--- src/rtl/pc_fetch_pkg.sv ---
// pc_fetch_pkg
//   Shared types and constants for the fetch program-counter block.
//   - fetch_state_t  : request / wait-for-response / present-to-ID states
//   - redirect_src_t : which redirect source won arbitration this cycle
//   - INST_BYTES_DEF : default sequential PC increment
package pc_fetch_pkg;

  localparam int INST_BYTES_DEF = 4;

  typedef enum logic [1:0] {
    S_REQ,
    S_WAIT,
    S_OUT
  } fetch_state_t;

  typedef enum logic [1:0] {
    RD_NONE,
    RD_TRAP,
    RD_MRET,
    RD_EX
  } redirect_src_t;

endpackage

--- src/rtl/pc_redirect_sel.sv ---
// pc_redirect_sel
//   Combinational redirect arbiter. Picks the highest-priority redirect
//   (trap > mret > ex) and returns its target. Lower-priority requests in
//   the same cycle are ignored, not queued.
// Ports:
//   trap_valid, mtvec                      : trap redirect and target
//   mret_valid, mepc                       : mret redirect and target
//   ex_redirect_valid, ex_redirect_target  : EX branch/jump redirect and target
//   redirect_any                           : any redirect this cycle
//   target                                 : winning target (don't-care when none)
//   src                                    : winning source, RD_NONE when none
module pc_redirect_sel
  import pc_fetch_pkg::*;
#(
  parameter int WIDTH = 32
) (
  input  logic                trap_valid,
  input  logic [WIDTH-1:0]    mtvec,
  input  logic                mret_valid,
  input  logic [WIDTH-1:0]    mepc,
  input  logic                ex_redirect_valid,
  input  logic [WIDTH-1:0]    ex_redirect_target,
  output logic                redirect_any,
  output logic [WIDTH-1:0]    target,
  output redirect_src_t       src
);

  always_comb begin
    redirect_any = trap_valid | mret_valid | ex_redirect_valid;
    target       = ex_redirect_target;
    src          = RD_NONE;
    if (trap_valid) begin
      target = mtvec;
      src    = RD_TRAP;
    end else if (mret_valid) begin
      target = mepc;
      src    = RD_MRET;
    end else if (ex_redirect_valid) begin
      target = ex_redirect_target;
      src    = RD_EX;
    end
  end

endmodule

--- src/rtl/pc_fetch_gen.sv ---
// pc_fetch_gen
//   Fetch program-counter block. Owns the architectural fetch PC, issues one
//   valid/ready request at a time to the IFU, buffers the returned
//   instruction until ID accepts it, and applies prioritised redirects
//   (trap > mret > EX). A fetch in flight when a redirect arrives is
//   squashed: its response is dropped when it returns.
// Ports:
//   clk, rst                      : clock, synchronous active-high reset
//   trap_valid / mtvec            : trap redirect
//   mret_valid / mepc             : mret redirect
//   ex_redirect_valid / _target   : EX taken branch / jal / jalr redirect
//   ifu_req_valid/_addr/_ready    : fetch request channel to the IFU
//   ifu_resp_valid / ifu_resp_inst: response for the outstanding request
//   out_valid/_pc/_inst/_ready    : instruction channel to ID
//   pc                            : next fetch address
//   redirect_misaligned           : one-cycle pulse, applied target[1:0] != 0
module pc_fetch_gen
  import pc_fetch_pkg::*;
#(
  parameter int               WIDTH        = 32,
  parameter logic [WIDTH-1:0] RESET_VECTOR = 32'h8000_0000,
  parameter int               INST_BYTES   = INST_BYTES_DEF
) (
  input  logic             clk,
  input  logic             rst,
  input  logic             trap_valid,
  input  logic [WIDTH-1:0] mtvec,
  input  logic             mret_valid,
  input  logic [WIDTH-1:0] mepc,
  input  logic             ex_redirect_valid,
  input  logic [WIDTH-1:0] ex_redirect_target,
  output logic             ifu_req_valid,
  output logic [WIDTH-1:0] ifu_req_addr,
  input  logic             ifu_req_ready,
  input  logic             ifu_resp_valid,
  input  logic [31:0]      ifu_resp_inst,
  output logic             out_valid,
  output logic [WIDTH-1:0] out_pc,
  output logic [31:0]      out_inst,
  input  logic             out_ready,
  output logic [WIDTH-1:0] pc,
  output logic             redirect_misaligned
);

  // Sequential successor; wraps silently at 2^WIDTH.
  function automatic logic [WIDTH-1:0] pc_step(input logic [WIDTH-1:0] cur);
    return cur + WIDTH'(INST_BYTES);
  endfunction

  function automatic logic low_bits_set(input logic [WIDTH-1:0] addr);
    return |addr[1:0];
  endfunction

  logic             redirect_any;
  logic [WIDTH-1:0] redir_target;
  redirect_src_t    redir_src;

  pc_redirect_sel #(
    .WIDTH (WIDTH)
  ) u_redirect_sel (
    .trap_valid         (trap_valid),
    .mtvec              (mtvec),
    .mret_valid         (mret_valid),
    .mepc               (mepc),
    .ex_redirect_valid  (ex_redirect_valid),
    .ex_redirect_target (ex_redirect_target),
    .redirect_any       (redirect_any),
    .target             (redir_target),
    .src                (redir_src)
  );

  fetch_state_t     state_q,    state_d;
  logic [WIDTH-1:0] pc_q,       pc_d;
  logic [WIDTH-1:0] fetch_pc_q, fetch_pc_d;
  logic [31:0]      inst_q,     inst_d;
  logic             drop_q,     drop_d;
  logic             misaligned_q, misaligned_d;

  // Next-state / next-value logic
  always_comb begin
    state_d      = state_q;
    pc_d         = pc_q;
    fetch_pc_d   = fetch_pc_q;
    inst_d       = inst_q;
    drop_d       = drop_q;
    misaligned_d = (redir_src != RD_NONE) && low_bits_set(redir_target);

    // A redirect always wins the PC, whatever the state.
    if (redirect_any) begin
      pc_d = redir_target;
    end

    unique case (state_q)
      S_REQ: begin
        if (ifu_req_ready) begin
          // The request goes out with the current pc even when a redirect
          // lands in the same cycle; that fetch is then marked for dropping.
          fetch_pc_d = pc_q;
          state_d    = S_WAIT;
          drop_d     = redirect_any;
          if (!redirect_any) begin
            pc_d = pc_step(pc_q);
          end
        end
      end

      S_WAIT: begin
        if (ifu_resp_valid) begin
          if (drop_q || redirect_any) begin
            drop_d  = 1'b0;
            state_d = S_REQ;
          end else begin
            inst_d  = ifu_resp_inst;
            state_d = S_OUT;
          end
        end else if (redirect_any) begin
          // Response still outstanding: remember to discard it.
          drop_d = 1'b1;
        end
      end

      S_OUT: begin
        // out_valid is killed combinationally by a redirect, so a redirect
        // and an ID handshake never coincide.
        if (redirect_any || out_ready) begin
          state_d = S_REQ;
        end
      end

      default: begin
        state_d = S_REQ;
      end
    endcase
  end

  // State register
  always_ff @(posedge clk) begin
    if (rst) begin
      state_q      <= S_REQ;
      pc_q         <= RESET_VECTOR;
      fetch_pc_q   <= RESET_VECTOR;
      inst_q       <= '0;
      drop_q       <= 1'b0;
      misaligned_q <= 1'b0;
    end else begin
      state_q      <= state_d;
      pc_q         <= pc_d;
      fetch_pc_q   <= fetch_pc_d;
      inst_q       <= inst_d;
      drop_q       <= drop_d;
      misaligned_q <= misaligned_d;
    end
  end

  // Outputs; both valids are held low while reset is asserted.
  always_comb begin
    ifu_req_valid       = (state_q == S_REQ) && !rst;
    ifu_req_addr        = pc_q;
    out_valid           = (state_q == S_OUT) && !redirect_any && !rst;
    out_pc              = fetch_pc_q;
    out_inst            = inst_q;
    pc                  = pc_q;
    redirect_misaligned = misaligned_q;
  end

endmodule

--- config.mk ---
export PLATFORM = sky130hd
export DESIGN_NAME = pc_fetch_gen
export DESIGN_NICKNAME = d
export VERILOG_FILES = /design/src/rtl/pc_fetch_pkg.sv /design/src/rtl/pc_redirect_sel.sv /design/src/rtl/pc_fetch_gen.sv
export SDC_FILE = /design/constraint.sdc
export NUM_CORES = 1
export LEC_CHECK = 0
export BUFFER_PORTS_ARGS = -buffer_cell sky130_fd_sc_hd__buf_2
export CORE_UTILIZATION = 48
export DETAILED_ROUTE_END_ITERATION = 6
export PLACE_DENSITY = 0.82
export REMOVE_ABC_BUFFERS = 1
export SYNTH_ARGS = -nofsm -noshare
export SYNTH_HDL_FRONTEND = slang
export SYNTH_SLANG_ARGS = --single-unit
--- constraint.sdc ---
create_clock -name clk -period 4.6 [get_ports clk]
set_input_delay 1.38 -clock clk [delete_from_list [all_inputs] [get_ports clk]]
set_output_delay 1.38 -clock clk [all_outputs]
set_load 0.005 [all_outputs]
==> key figures <==
Power and ir drop
  • Leak pwr: 0.002775 µW
  • Design Power: 1791 µW
  • Worst vdd ir: 0.1652 mV
  • Power per cell area: 287.9 nW/µm²

Die
  • Die area: 10590 µm²
  • Die Width: 102.9 µm
  • Die height: 102.9 µm
  • IO Pins: 267
  • CORE AREA: 9819 µm²
  • Row count: 36
  • Initial Utilization: 49.77%

STA
  • Final setup viols: 0
  • Minimum clock period: 3836 ps
  • Worst-margin pin slew: 1181 ps
  • Hold WS: 457.0 ps
  • Worst rel slew slack: 21.13%
  • Clock Skew: 14.52 ps
  • RSZ-0062 raised after global routing: no
  • Max-slew violation count: 0
  • FMAX: 260.7 MHz
  • Final Hold Fails: 0
  • Tcrit/Tclk final: 83.39%

Placement
  • Hpwl dp: 10.97 mm
  • Port bufs: 266
  • Routability-driven placement congestion ratio: 0.8621
  • Placed Area: 6026 µm²

Synth
  • Top post-synthesis cells by area: dfxtp_1 (41%), nand2_1 (12%), a21oi_1 (10%)
  • Synth Flop Type: dfxtp_1
  • #FFs+latches synth: 100
  • Ys Warns: 0
  • Most frequent cell after synthesis: nand2_1
  • Count of cell types in the netlist: 45
  • Asr flop ratio synth: 0%
  • Post-synth top cells: nand2_1 (152), dfxtp_1 (100), a21oi_1 (99)
  • Register area share after synthesis: 40.96%
  • Area fraction of the dominant cell type after synthesis: 40.96%
  • Largest area contributor in the netlist: dfxtp_1
  • Mapped cell area: 4887 µm²
  • Post-synth EDFFs: 0
  • Gate Count Post-Synth: 637
  • Mean Syn Cell Area: 7.672 µm²

Finish
  • Nets@finish: 985
  • Share of layout cells above drive strength 1: 35.40%
  • Area delta synth->final: 27.32%
  • Final instance area: 6222 µm²
  • Filler cells: 931

Route
  • DR vias: 5069
  • Post-DR wirelength/cell: 14.99 µm
  • Routed WL: 14.80 mm
  • DR vias/cell: 5.136
  • Drt drc: 0
  • DR pass1 iterations: 5
  • Antenna Nets Post-Route: 0
  • DRT iter0 DRCs: 221

Global route
  • Vias in the first global route: 4465
  • First-pass GRT wire length: 22.20 mm
  • Initial antenna violation count: 0
  • Grt ovf: 0
  • Largest net degree at the start of global routing: 66
  • GR Util All Layers: 27.44%

Critical path
  • R2R Setup Slk: 2320 ps
  • Reg2reg end: ifu_req_addr[2]
  • Critical path class: primary input to output port
  • Largest fanout on the critical path: 10
  • Register-to-Register Path Depth: 5
  • Arrival @ worst endpoint: 2460 ps
  • Crit path launch: ex_redirect_valid
  • CP required: 3220 ps
  • Reg-to-reg startpoint: state_q[1]
  • Startpoint Class: primary input
  • CP endpoint kind: output port

Clock network
  • Worst skew pair latency: 360 ps
  • Root buffer selected by CTS: clkbuf_8
  • CTS tree: yes
  • Clk sink count: 100
  • Clock Tree Buf Depth: 2
  • Post-CTS Setup Inserts: 0
  • Post-CTS Hold Fix Bufs: 0
  • Clock-pin transition on the worst setup and hold timing paths: 100 ps
  • TritonCTS buffer count: 9
  • Post-cts sizing count: 0
  • CTS HTree Levels: 3

Min path
  • Hold Path Stages: 2
  • HP Class: flip-flop to flip-flop
  • Worst hold endpoint: out_pc[3]
  • Hold path startpoint: out_pc[3]

Status
  • Outcome: finished clean

Run
  • Max-cap violations: 0
==> layer usage <==
metal  GRT usage, %  part of all wire (%)  vias up
met5              0                     0        -
met4          8.884                   1.4        0
met3          5.220                   7.3       15
met2          47.38                    48      204
met1          34.44                    43     2258
li1               -                     -     2592
==> cells by family (layout without fill, tap and decap cells) <==
group | Yosys count | after routing | share of synthesized area [%]
AOI/OAI and AO/OA | 170 | 170 | 19.94
xor gates and xnor gates | 27 | 27 | 4.839
adders and majority gates | 1 | 1 | 0.2560
buffers and inverters | 81 | 297 | 9.600
DFF | 100 | 100 | 40.96
other | 0 | 1 | 0
and+or+nand+nor | 258 | 258 | 24.40
==> worst max-delay path, cell delays in order <==
cell and delay (ps):
buf_2 120, nor3_2 200, nand2b_1 70, buf_4 170
nor3b_1 320, buf_2 180
==> where the power goes <==
group          leakage [µW]  internal [µW]  switching [µW]  total (µW)
clock network     0.0000965            222             331         553
registers          0.000817            902            50.7         953
logic               0.00186            136             149         285
==> stage by stage <==
step,instances,worst slack [ps],utilization (%),setup TNS [ps]
detailed placement,970,764.3,61.37,0
global placement,970,764.9,61.37,0
global route,986,645.1,63.34,0
floorplan,560,-60.26,-,-60.26
CTS,986,760.0,63.34,0
finish,987,763.9,63.37,0
==> placed cells by master, fill, tap and decap left out, types with 9 or more instances in the layout <==
| cell type | synthesis | layout |
|---|---|---|
| a21oi_1 | 99 | 99 |
| o22ai_1 | 26 | 26 |
| clkbuf_8 | 0 | 10 |
| nand2_1 | 152 | 152 |
| nand3_1 | 12 | 12 |
| o21ai_0 | 9 | 9 |
| nand4_1 | 15 | 15 |
| xor2_1 | 19 | 19 |
| a211oi_1 | 16 | 16 |
| a22oi_1 | 14 | 14 |
| dfxtp_1 | 100 | 100 |
| nor2_1 | 43 | 43 |
| buf_2 | 6 | 265 |
| buf_4 | 32 | 12 |
==> final cells by class <==
cell class	instances	area (µm²)	area share, %
repair buffers	277	1416	22.76
clock buffers	10	137.6	2.212
flip-flops and latches	100	2002	32.17
well taps	133	166.4	2.674
inverters	4	15.01	0.2413
clock inverters	6	56.30	0.9049
diodes	1	2.502	0.04022
multi-input cells	456	2426	38.99
==> registers in the layout, summed over array words and instances, names as in the netlist <==
signal and count:
state_q 2, redirect_misaligned 1, ifu_req_addr 32, drop_q 1, out_pc 32, out_inst 32
==> worst max path at each step <==
| stage | end | slack, ps | cells past startpoint |
|---|---|---|---|
| final | out_valid | 760 | 6 |
| after detailed placement | out_valid | 760 | 6 |
| after global placement | out_valid | 760 | 6 |
| after CTS | out_valid | 760 | 6 |
| after global routing | out_valid | 650 | 6 |
| after floorplan | out_valid | -60 | 3 |
Note: power is estimated with default switching activity, not from simulation.
